[src/rtl/fu_issue_buffer.sv]
// ---------------------------------------------------------------------------
// fu_issue_buffer
//
// A multi-lane in-order FIFO. It sits between the reservation-station
// issue/select logic and the packet inputs of one functional-unit class.
//
// Each cycle the buffer:
//   - accepts up to NUM_IN issued packets, compacted in lane order,
//   - hands the oldest held packets to the FU lanes that report available,
//   - publishes a registered free-slot count, which the RS uses as its
//     issue budget for the following cycle.
//
// A squash flushes all queued packets but keeps the sticky overflow flag.
//
// Ports
//   clock       rising-edge clock
//   reset       synchronous, active-low; clears all state including entries
//   squash      synchronous flush (active-high), out_valid held low meanwhile
//   in_valid    per issue lane: lane carries a packet (lane 0 oldest)
//   in_packet   per issue lane: opaque FU packet
//   fu_avail    per FU lane: lane can take a packet this cycle
//   out_valid   per FU lane: packet presented (consumed the same cycle)
//   out_packet  per FU lane: packet, zero when out_valid is low
//   free_slots  DEPTH - count, registered
//   count       occupied entries, registered
//   overflow    sticky, set when an issued packet had to be dropped
// ---------------------------------------------------------------------------
module fu_issue_buffer #(
  parameter int NUM_IN = 3,
  parameter int NUM_FU = 2,
  parameter int DEPTH  = 8,
  parameter int PKT_W  = 64,
  parameter int CNT_W  = $clog2(DEPTH + 1)
) (
  input  logic                             clock,
  input  logic                             reset,
  input  logic                             squash,
  input  logic [NUM_IN-1:0]                in_valid,
  input  logic [NUM_IN-1:0][PKT_W-1:0]     in_packet,
  input  logic [NUM_FU-1:0]                fu_avail,
  output logic [NUM_FU-1:0]                out_valid,
  output logic [NUM_FU-1:0][PKT_W-1:0]     out_packet,
  output logic [CNT_W-1:0]                 free_slots,
  output logic [CNT_W-1:0]                 count,
  output logic                             overflow
);

  // Pointers wrap naturally because DEPTH is a power of two.
  localparam int PTR_W = (DEPTH > 1) ? $clog2(DEPTH) : 1;

  logic [PKT_W-1:0]              entries_q [DEPTH];
  logic [PTR_W-1:0]              head_q, head_d;
  logic [PTR_W-1:0]              tail_q, tail_d;
  logic [CNT_W-1:0]              count_q, count_d;
  logic [CNT_W-1:0]              free_q, free_d;
  logic                          overflow_q, overflow_d;

  logic [NUM_IN-1:0]             push_en;
  logic [NUM_IN-1:0][PTR_W-1:0]  push_idx;
  logic [CNT_W-1:0]              push_cnt;
  logic                          drop;
  logic [CNT_W-1:0]              pop_cnt;

  // Pop selection.
  // k counts the available FU lanes below lane i. The first count_q
  // available lanes receive consecutive entries starting at head, so a
  // lower lane always gets an older packet. Everything is driven from
  // registered state, so a packet pushed this cycle cannot bypass to the
  // outputs.
  always_comb begin
    int k;
    k          = 0;
    out_valid  = '0;
    out_packet = '0;
    pop_cnt    = '0;
    for (int i = 0; i < NUM_FU; i++) begin
      if (fu_avail[i] && reset && !squash && (k < int'(count_q))) begin
        out_valid[i]  = 1'b1;
        out_packet[i] = entries_q[head_q + PTR_W'(k)];
        pop_cnt       = pop_cnt + CNT_W'(1);
      end
      if (fu_avail[i]) begin
        k = k + 1;
      end
    end
  end

  // Push compaction.
  // Valid lanes are packed in lane order. Only the space free at the
  // start of the cycle is usable, so same-cycle pops never make room.
  // Any valid lane that does not fit is dropped and flagged.
  always_comb begin
    logic [CNT_W-1:0] j;
    j        = '0;
    push_en  = '0;
    push_idx = '0;
    drop     = 1'b0;
    for (int l = 0; l < NUM_IN; l++) begin
      if (in_valid[l]) begin
        if (j < free_q) begin
          push_en[l]  = 1'b1;
          push_idx[l] = tail_q + PTR_W'(j);
          j           = j + CNT_W'(1);
        end else begin
          drop = 1'b1;
        end
      end
    end
    push_cnt = j;
  end

  // Next-state bookkeeping.
  // A squash empties the queue and discards this cycle's inputs, so a
  // drop during a squash does not raise overflow either. free_slots is
  // kept as its own register so the RS budget comes straight from a flop.
  always_comb begin
    head_d     = head_q + PTR_W'(pop_cnt);
    tail_d     = tail_q + PTR_W'(push_cnt);
    count_d    = count_q + push_cnt - pop_cnt;
    overflow_d = overflow_q | drop;
    if (squash) begin
      head_d     = '0;
      tail_d     = '0;
      count_d    = '0;
      overflow_d = overflow_q;
    end
    free_d = CNT_W'(DEPTH) - count_d;
  end

  // State registers.
  // Reset has priority over squash. It also clears the entry array and
  // the sticky overflow flag.
  always_ff @(posedge clock) begin
    if (!reset) begin
      head_q     <= '0;
      tail_q     <= '0;
      count_q    <= '0;
      free_q     <= CNT_W'(DEPTH);
      overflow_q <= 1'b0;
      for (int e = 0; e < DEPTH; e++) begin
        entries_q[e] <= '0;
      end
    end else begin
      head_q     <= head_d;
      tail_q     <= tail_d;
      count_q    <= count_d;
      free_q     <= free_d;
      overflow_q <= overflow_d;
      if (!squash) begin
        for (int l = 0; l < NUM_IN; l++) begin
          if (push_en[l]) begin
            entries_q[push_idx[l]] <= in_packet[l];
          end
        end
      end
    end
  end

  assign count      = count_q;
  assign free_slots = free_q;
  assign overflow   = overflow_q;

endmodule
[config.mk]
export PLATFORM = sky130hd
export DESIGN_NAME = fu_issue_buffer
export DESIGN_NICKNAME = d
export VERILOG_FILES = /design/src/rtl/fu_issue_buffer.sv
export SDC_FILE = /design/constraint.sdc
export NUM_CORES = 1
export LEC_CHECK = 0
export CELL_PAD_IN_SITES_DETAIL_PLACEMENT = 0
export CELL_PAD_IN_SITES_GLOBAL_PLACEMENT = 2
export CORE_ASPECT_RATIO = 0.6
export CORE_MARGIN = 1.5
export CORE_UTILIZATION = 38
export CTS_BUF_LIST = sky130_fd_sc_hd__clkbuf_4
export CTS_CLUSTER_SIZE = 16
export DETAILED_ROUTE_END_ITERATION = 8
export PLACE_DENSITY = 0.86
export SLEW_MARGIN = 20
export SYNTH_ARGS = -nofsm -noshare
export SYNTH_HDL_FRONTEND = slang
export SYNTH_SLANG_ARGS = --single-unit
[constraint.sdc]
create_clock -name clock -period 5.6 [get_ports clock]
set_input_delay 1.12 -clock clock [delete_from_list [all_inputs] [get_ports clock]]
set_output_delay 1.12 -clock clock [all_outputs]
set_load 0.01 [all_outputs]
==> impl_metrics.csv, run 1 <==
group,metric,value,unit
run_status,status,"finished clean",
synth,avgSynthCellArea,13.5,um^2
synth,synth_nets,2958,
floorplan,chipWidth,406,um
clock_network,cts_buffers,140,
pwr,combPwrFrac,27.7,%
synth,synth_compound_area_share,15.2,%
job,max_cap_viol_count,0,
clock_network,htree_levels,4,
placement,dpl.hpwl,80400,um
clock_network,clk_pin_slew,0.07,ns
drt,drt-total-wl,145000,um
layout,areaGrowthSynthToFinish,17.6,%
synth,synthesis.area,0.0370,mm^2
setup_path,critPathKind,"in -> out",
grt,antenna_found_initial,32,
layout,instances_no_fill,4283,
setup_path,crit_arrival,4.04,ns
layout,drive_gt1_share,38.0,%
clock_network,cts_resized,0,
sta,slew_viol_final,0,
synth,synth_edf_count,512,
synth,synth_cells,2737,
synth,ys_top_cells_by_area,"edfxtp_1, mux2_2, mux4_2",
sta,rsz0062_at_grt,"no",
drt,ant_nets,0,
floorplan,core,0.0962,mm^2
pwr,max-vdd-ir-drop,273,uV
grt,grt.overflow.total,0,
synth,ys_seq_elements,526,
floorplan,dieArea,0.0993,mm^2
layout,final_nets,3083,
setup_path,end_kind,"primary output",
synth,yosys_warnings,0,
synth,synth.most_common_cell,"mux2_2",
placement,place_congestion,0.820,
synth,synth_fa_ha_area_share,0.839,%
floorplan,start_util,38.4,%
synth,synth_simple_gate_area_share,3.07,%
synth,synth_top_area_cell,"edfxtp_1",
grt,grt_pass1_vias,30377,
drt,via_per_inst,6.88,
setup_path,critical_path_required,4.48,ns
pwr,switching_power,3.82,mW
drt,drc,0,
pwr,clockPowerShare,29.8,%
drt,firstDrtPassIters,8,
layout,utilization,45.2,%
clock_network,tritoncts,"done",
sta,period_minus_slack,5.16,ns
clock_network,cts_root_buffer,"clkbuf_4",
placement,io_buffers,338,
sta,tightest_slew,1.20,ns
synth,yosys.area.top_type_share,41.6,%
sta,finalCritPeriodShare,92.1,%
synth,synth-xor-area-share,0.376,%
clock_network,max-clock-path-buffers,3,
pwr,p_per_area,267,mW/mm^2
synth,ys.flop_type,"edfxtp_1",
synth,muxShareOfSynthArea,33.0,%
pwr,p_int,7.80,mW
synth,synthArstFlopShare,0,%
synth,synth_top_family_by_area,"multiplexers",
sta,fin_ws,0.443,ns
clock_network,clkSinkCount,526,
grt,grt_max_degree,209,
grt,grt_util_all_layers,28.6,%
grt,grt_first_pass_wirelength,209000,um
setup_path,r2r_slack,1.18,ns
synth,yosys-top-cells-count,"mux2_2, a32o_1, edfxtp_1, clkbuf_1, mux4_2",
pwr,p_leak,14.8,nW
sta,fmax,0.194,GHz
placement,place_inst,4025,
pwr,swShare,32.9,%
pwr,seqPwrFrac,42.5,%
min_path,hold_path.class,"reg -> reg",
drt,vias,29476,
drt,wire_per_inst,33.8,um
synth,synth.distinct_cells,41,
sta,hold_viol_final,0,
floorplan,die_y,245,um
clock_network,worstSkewPairLatency,1.06,ns
sta,fin_tns_setup,0,ns
synth,yosysSeqAreaShare,42.3,%
clock_network,holdBufCountCts,0,
floorplan,rows,88,
sta,fin_skew,0.0494,ns
sta,setup_viol,0,
sta,slew_headroom,20.3,%
clock_network,cts_setup_buffers,0,
drt,first_iter_violations,4231,
placement,place_ws,0.276,ns
setup_path,crit_path_start_kind,"input pin",
setup_path,path_max_fanout,19,
floorplan,io_pins,339,
## per-layer routing
metal / GRT usage, % / part of all wire [%] / wire [um] / vias to the layer above
li1: - / - / - / 11769
met1: 36.1 / 36 / 52400 / 14881
met2: 45.0 / 47 / 68700 / 2385
met3: 7.58 / 12 / 17700 / 427
met4: 15.2 / 4.2 / 6020 / 14
met5: 0 / 0.053 / 77 / -
## critical path: stages
cell and delay (ns):
clkdlybuf4s50_1 0.56, ha_4 0.25, ha_4 0.42, buf_12 0.23, mux4_2 0.21, nand2_1 0.05
a21oi_1 0.51, clkdlybuf4s50_1 0.66
## layout make-up
class	count	area (um^2)
tap	1305	1630
antenna	27	67.6
timing repair buffer	434	4630
inverter	21	78.8
fill	8579	52800
multi-input combinational	1739	19700
clock buffer	208	1560
clock inverter	23	116
sequential	526	15700
## kinds of logic (layout without fill, tap and decap cells)
logic type / after synthesis / after routing
AOI/OAI and AO/OA: 603 / 603
xor gates and xnor gates: 15 / 15
adders and majority gates: 22 / 22
buffers and inverters: 472 / 686
DFF: 526 / 526
muxes: 835 / 835
other: 0 / 27
and+or+nand+nor: 264 / 264
## flip-flops by register name (all words and copies together) (netlist names)
name / flops
entries_q: 512
count: 4
overflow: 1
tail_q: 3
head_q: 3
free_slots: 3
## power by group through the flow
stage	Clock [mW]	Sequential (mW)	Combinational (mW)
finish	3.46	4.93	3.22
global route	3.72	4.97	3.37
CTS	3.51	4.93	3.18
detailed placement	0	5.02	3.17
global placement	0	4.98	3.11
floorplan	0	4.96	2.01
## layout by cell type (no fill, tap or decap), types with 5 or more instances in the layout
master	count
nand2_1	134
edfxtp_1	512
buf_12	42
xor2_1	5
nand3_4	9
a21oi_1	75
buf_4	54
dfxtp_1	11
inv_1	20
clkbuf_4	208
diode_2	27
xnor2_1	6
mux2_2	513
nand3b_1	5
a32o_1	512
clkinv_1	13
inv_2	7
ha_1	13
and3_4	8
mux4_2	256
nor2_1	77
and2_1	7
mux2i_1	66
fa_1	5
clkdlybuf4s50_1	338
## worst paths after layout
check,from,end,cells past startpoint
max,fu_avail[0],out_packet[83],8
min,overflow,overflow,2
max reg2reg,count[0],free_slots[3],17
min reg2reg,overflow,overflow,2
## stage by stage
stage	hold slack (ns)	instance area, um^2	power (mW)
floorplan	0.552	37000	6.97
global placement	0.535	41700	8.09
detailed placement	0.555	41700	8.18
CTS	0.569	43400	11.6
global route	0.626	43500	12.1
finish	0.569	43500	11.6
Power figures use the tool's default switching activity.
==> run 2, diff against run 1 <==
--- a/config.mk
+++ b/config.mk
@@ -11,8 +11,10 @@
 export CORE_MARGIN = 1.5
 export CORE_UTILIZATION = 38
 export CTS_BUF_LIST = sky130_fd_sc_hd__clkbuf_4
+export CTS_CLUSTER_DIAMETER = 150
 export CTS_CLUSTER_SIZE = 16
 export DETAILED_ROUTE_END_ITERATION = 8
+export GPL_TIMING_DRIVEN = 1
 export PLACE_DENSITY = 0.86
 export SLEW_MARGIN = 20
 export SYNTH_ARGS = -nofsm -noshare
==> run 2 against run 1 <==
Compared with the run above:
- final area is 3.0% lower
- clock power fell by 49%
- highest routed layer unchanged
- total power down 15%
- via count down 2.7%
- largest cell class unchanged
==> impl_metrics.csv, run 2 (synthesis results as in run 1) <==
group,metric,value,unit
clock_network,clk_pin_slew,0.19,ns
grt,grt_util_all_layers,28.0,%
sta,finalCritPeriodShare,91.9,%
min_path,hold_path.class,"reg -> reg",
layout,largest_register_ffs,512,
drt,wire_per_inst,34.9,um
setup_path,critical_path_required,4.48,ns
clock_network,cts_setup_buffers,0,
drt,first_iter_violations,3941,
floorplan,rows,88,
placement,io_buffers,338,
setup_path,critPathKind,"in -> out",
drt,via_per_inst,6.99,
pwr,p_leak,14.0,nW
pwr,p_per_area,235,mW/mm^2
clock_network,worstSkewPairLatency,0.91,ns
setup_path,crit_arrival,4.02,ns
drt,drc,0,
grt,grt_max_degree,209,
layout,final_cell_mix,"mux2_2, a32o_1, edfxtp_1",
floorplan,dieArea,0.0993,mm^2
clock_network,cts_root_buffer,"clkbuf_4",
sta,setup_viol,0,
grt,grt.overflow.total,0,
setup_path,path_max_fanout,32,
sta,slew_headroom,19.7,%
sta,hold_ws,0.579,ns
setup_path,end_kind,"primary output",
sta,period_minus_slack,5.14,ns
layout,areaGrowthSynthToFinish,14.1,%
drt,vias,28683,
job,max_cap_viol_count,0,
run_status,status,"finished clean",
drt,ant_nets,0,
layout,final_nets,2981,
placement,place_congestion,0.820,
sta,rsz0062_at_grt,"no",
floorplan,start_util,38.4,%
sta,fin_tns_setup,0,ns
clock_network,max-clock-path-buffers,3,
sta,fin_skew,0.0444,ns
sta,slew_viol_final,0,
clock_network,tritoncts,"done",
setup_path,crit_path_start_kind,"input pin",
layout,drive_gt1_share,34.5,%
pwr,max-vdd-ir-drop,275,uV
grt,antenna_found_initial,34,
drt,firstDrtPassIters,6,
clock_network,clkSinkCount,526,
layout,nFillCells,8608,
layout,top_register,"entries_q",
clock_network,htree_levels,2,
floorplan,io_pins,339,
clock_network,cts_resized,0,
placement,dpl.hpwl,80400,um
floorplan,chipWidth,406,um
layout,instances_no_fill,4102,
sta,tightest_slew,1.20,ns
clock_network,cts_buffers,38,
floorplan,core,0.0962,mm^2
floorplan,die_y,245,um
layout,final_common_cell,"mux2_2",
placement,place_inst,4025,
drt,drt-total-wl,143000,um
grt,grt_pass1_vias,29322,
grt,grt_first_pass_wirelength,206000,um
sta,fmax,0.194,GHz
clock_network,holdBufCountCts,0,
sta,hold_viol_final,0,
[run 2: cell count changes in the layout (fill, tap and decap cells not counted)]
cell       before  now
diode_2        27   23
clkbuf_4      208   52
clkinv_2        3    0
bufinv_16       1    0
clkinv_1       13    1
inv_2           7    2
[run 2: path summary, 6_finish.rpt]
check         startpoint             end  slack [ns]  cells past startpoint
max          fu_avail[0]  out_packet[64]        0.46                      8
min reg2reg     overflow        overflow        0.58                      2
min             overflow        overflow        0.58                      2
max reg2reg     count[0]   free_slots[3]        1.19                     17
[run 2: per-layer routing]
layer,vias up,routed length (um),GRT usage (%)
met1,14568,52600,36.4
met4,20,5380,12.0
met5,-,127,0
met2,2263,68300,45.1
li1,11463,-,-
met3,369,16600,6.36
[run 2: area by class of cell]
type	count	area, um^2	share of cell area (%)
multi-input cells	1739	19700	46.7
flip-flops and latches	526	15700	37.1
repair buffers	434	4630	11.0
well taps	1305	1630	3.87
clock buffers	52	390	0.925
inverters	21	78.8	0.187
diodes	23	57.6	0.136
clock inverters	2	7.51	0.0178
[run 2: metrics by stage]
stage	util [%]	instance area (um^2)	setup WS [ns]	total power, mW
6_report	43.8	42200	0.455	9.92
5_1_grt	43.8	42200	0.359	10.3
4_1_cts	43.8	42100	0.414	9.89
3_5_place_dp	43.4	41700	0.276	8.18
3_3_place_gp	43.4	41700	0.271	8.09
2_1_floorplan	-	37000	0.0275	6.97
[run 2: worst max-delay path: stages]
cell	delay, ns
clkdlybuf4s50_1	0.56
ha_4	0.25
ha_4	0.42
buf_12	0.28
mux4_2	0.24
nand2_1	0.05
a21oi_1	0.45
clkdlybuf4s50_1	0.64
[run 2: report_power, final]
part           internal, mW  switching (mW)
combinational          1.34            1.88
clock                 0.421            1.36
sequential             4.73           0.195
==> RTL change 1, RTL diff (config.mk and constraints of run 1) <==
`PKT_W`: 64 -> 56.
--- a/src/rtl/fu_issue_buffer.sv
+++ b/src/rtl/fu_issue_buffer.sv
@@ -29,7 +29,7 @@
   parameter int NUM_IN = 3,
   parameter int NUM_FU = 2,
   parameter int DEPTH  = 8,
-  parameter int PKT_W  = 64,
+  parameter int PKT_W  = 56,
   parameter int CNT_W  = $clog2(DEPTH + 1)
 ) (
   input  logic                             clock,
Interface: changed (resized in_packet and out_packet); port bits go from 339 to 299. No check against the original RTL was run, so the function may have changed too.
==> RTL change 1 against run 1 <==
Utilization rose by 0.33 points. Sequential cell count fell by 64. Maximum frequency fell by 0.50%. Critical endpoint is now out_packet[84]. Non-clock buffer count fell by 44. Via count fell by 16%. Power fell by 10%. Final area fell by 13%. Setup slack got worse by 0.026 ns. Clock power fell by 4%. Critical path type unchanged. Largest cell class unchanged. Area after synthesis fell by 14%. Routed wire length fell by 16%.
==> RTL change 1: results (changes against run 1) <==
vias in the first global route=25593 (-16%); Min Clock Period, post-route=5.18 ns (+0.0259 ns); WL met1=48800 microns (-6.9%); Reg2Reg Setup Slack=1.09 ns (-0.09 ns); DR WL/cell=32.2 microns (-4.8%); nonclk buf count=390 (-10%); CTS Buf Count=130 (-7.1%); largest net degree at the start of global routing=68 (-67%); dpl ws=0.253 ns (-0.0223 ns); met3 Usage GRT=6.65% (-0.93 points); initial antenna violation count=8 (-75%); Power Density=274 nW/um^2 (+2.7%); initial drt markers=3402 (-20%); number of synthesized flops with an enable pin=448 (-13%); M1 GR Usage=38.2% (+2.1 points); leakage=13.8 nW (-6.5%); Seq area share=36.3% (+0.22 points); clock tree sinks=462 (-12%); hpwl dp=69600 microns (-13%); first-pass GRT wire length=176000 microns (-16%); NonClk Buf Share=10.8% (+0.16 points); run status=finished, final reports clean; multi-input gates=1548 (-11%); Detailed Routing Iterations Pass 1=6 (-2); clock latency on the worst-skew pair=1.01 ns (-0.05 ns); routed vias=24774 (-16%); met2 Resource Use GR=44.3% (-0.73 points); max reg flops=448 (-13%); Ant. Diodes=10 (-63%); Clock Pin Slew Worst Setup and Hold Paths=0.05 ns (-0.02 ns); port bufs=298 (-12%); DR WL met3=14100 microns (-20%); maximum vdd drop=0.176 mV (-36%); Syn Nets=2572 (-13%)
RTL change 1: logic make-up after synthesis:
kind of cell,count (synthesis),synth area share [%]
adder cells (fa/ha/maj),22,0.973
AO/OA/AOI/OAI,523,13.6
AND/OR/NAND/NOR,255,3.33
multiplexers,731,33.5
XOR/XNOR,17,0.526
flip-flops,462,43.1
buffers and inverters,365,4.98
RTL change 1: where the power goes:
part	leakage [nW]	total (mW)	internal (mW)	switching, mW
Clock	0.999	3.33	1.71	1.62
Sequential	4.77	4.42	4.22	0.199
Combinational	8.05	2.66	1.25	1.41
Total	13.8	10.4	7.17	3.23
RTL change 1: per-stage QoR:
stage | hold WS, ns | power [mW] | instances
finish | 0.554 | 10.4 | 3794
detailed placement | 0.546 | 7.12 | 3555
global route | 0.592 | 10.8 | 3791
CTS | 0.555 | 10.4 | 3784
global placement | 0.554 | 7.06 | 3555
floorplan | 0.550 | 6.09 | 2375
==> RTL change 2, RTL diff (config.mk and constraints of run 1) <==
Without the edit above. Register the output `count` once more, with the module's reset; this adds one clock of latency there. The other outputs are not delayed to match. Comments in the files are not updated.
--- a/src/rtl/fu_issue_buffer.sv
+++ b/src/rtl/fu_issue_buffer.sv
@@ -156,7 +156,13 @@
     end
   end
 
-  assign count      = count_q;
+  always_ff @(posedge clock) begin
+    if (!reset) begin
+      count <= '0;
+    end else begin
+      count <= count_q;
+    end
+  end
   assign free_slots = free_q;
   assign overflow   = overflow_q;
 
Behaviour: not the same (Yosys sat finds a counterexample within 4 cycles, from zero or initial values and one cycle with reset low).
==> RTL change 2 against run 1 <==
Setup slack got worse by 0.0063 ns. Maximum frequency fell by 0.12%. Sequential share of layout area grew 0.063 points. Register-to-register slack about the same. Area after synthesis up 0.24%. Critical path depth unchanged. Sequential cell count rose by 4. Routed wire length grew 2.7%. Final area grew 0.34%. Critical path type unchanged. Power grew 1.7%. Non-clock buffer count is 1 higher. Cell count grew 0.16%.
==> RTL change 2: results (changes against run 1) <==
run status=finished, final reports clean; Crit-path slowest cell=clkdlybuf4s50_1; CP peak stage delay=0.65 ns; asr flop ratio synth=0% (unchanged); hpwl dp=80400 microns (about the same); Detailed Routing Iterations Pass 1=7 (-1); maximum vdd drop=0.254 mV (-6.8%); vias in the first global route=30772 (+1.3%); CTS Buffer Depth=3 (unchanged); crit-path max FO=14 (-5); postcts setup bufs=0 (unchanged); CTS Root Cell=clkbuf_4; Clock Pin Slew Worst Setup and Hold Paths=0.06 ns; Post-Synth Adder-Cell Area=0.837% (-0.0020 points); DR WL/cell=34.7 microns (+2.5%); layout net count=3096 (+0.42%); largest cells by area after synthesis=edfxtp_1 (41%), mux2_2 (16%), mux4_2 (16%); Fmax achieved=194 MHz (-0.12%); Syn Nets=2966 (+0.27%); leakage=14.8 nW (+0.46%); first-pass GRT wire length=213000 microns (+2.1%); Worst EP arrival=4.04 ns (about the same); initial antenna violation count=13 (-59%); final setup skew=0.0763 ns (+0.0269 ns); Synth Area in Compound Gates=15.2% (-0.037 points); Hold Path Class=reg -> reg; Setup-failing EPs final=0 (unchanged); clock latency on the worst-skew pair=1.10 ns (+0.04 ns); share of layout cells above drive strength 1=37.9% (-0.13 points); xor/xnor cell area share of the yosys netlist=0.375% (-0.00091 points); Slew HR=19.5% (-0.72 points); initial drt markers=4301 (+1.7%); largest net degree at the start of global routing=157 (-25%); routed vias=29823 (+1.2%); mux cell area share after synthesis=32.9% (-0.080 points); sequential element share of the synthesized area=42.4% (+0.11 points); port bufs=338 (unchanged); CTS Buf Count=144 (+2.9%); GRT Util Overall=29.4% (+0.77 points); GP Congestion=0.825 (+0.59%); cts repair resizes=0 (unchanged)
[RTL change 2: metrics by stage]
step / instances / util (%) / power (mW) / instance area (sq um) / setup WS, ns
global placement: 4034 / 43.4 / 8.13 / 41800 / 0.244
global route: 4288 / 45.3 / 12.3 / 43600 / 0.401
CTS: 4279 / 45.2 / 11.8 / 43600 / 0.480
detailed placement: 4034 / 43.4 / 8.22 / 41800 / 0.240
finish: 4290 / 45.3 / 11.8 / 43600 / 0.437
floorplan: 2745 / - / 7.01 / 37100 / 0.0158
[RTL change 2: report_power, final]
part	internal [mW]	switching, mW
combinational	1.34	1.91
clock	1.77	1.84
sequential	4.77	0.191
[RTL change 2: path summary, 6_finish.rpt]
path	start	to	slack [ns]	cells past startpoint
worst max register to register	count_q[0]	free_slots[3]	1.18	17
worst min-delay path	count_q[2]	count[2]	0.51	1
worst min register to register	count_q[2]	count[2]	0.51	1
worst max-delay path	fu_avail[0]	out_packet[83]	0.44	8
[RTL change 2: per-layer routing]
| metal | vias up | GRT usage [%] | routed length, microns |
|---|---|---|---|
| li1 | 11817 | - | - |
| met1 | 15089 | 38.1 | 54900 |
| met2 | 2464 | 46.1 | 69100 |
| met3 | 439 | 8.13 | 19300 |
| met4 | 14 | 12.5 | 5430 |
| met5 | - | 0 | 86 |
[RTL change 2: kinds of logic after synthesis]
| group | Yosys count |
|---|---|
| and+or+nand+nor | 268 |
| xor gates and xnor gates | 15 |
| adders and majority gates | 22 |
| muxes | 835 |
| DFF | 530 |
| AOI/OAI and AO/OA | 603 |
| buffers and inverters | 472 |
[RTL change 2: layout make-up]
cell class	instances	area, sq um
Clock buffer	205	1540
Tap cell	1305	1630
Inverter	21	78.8
Multi-Input combinational cell	1743	19700
Fill cell	8497	52700
Timing Repair Buffer	435	4630
Sequential cell	530	15700
Antenna cell	11	27.5
Clock inverter	40	221
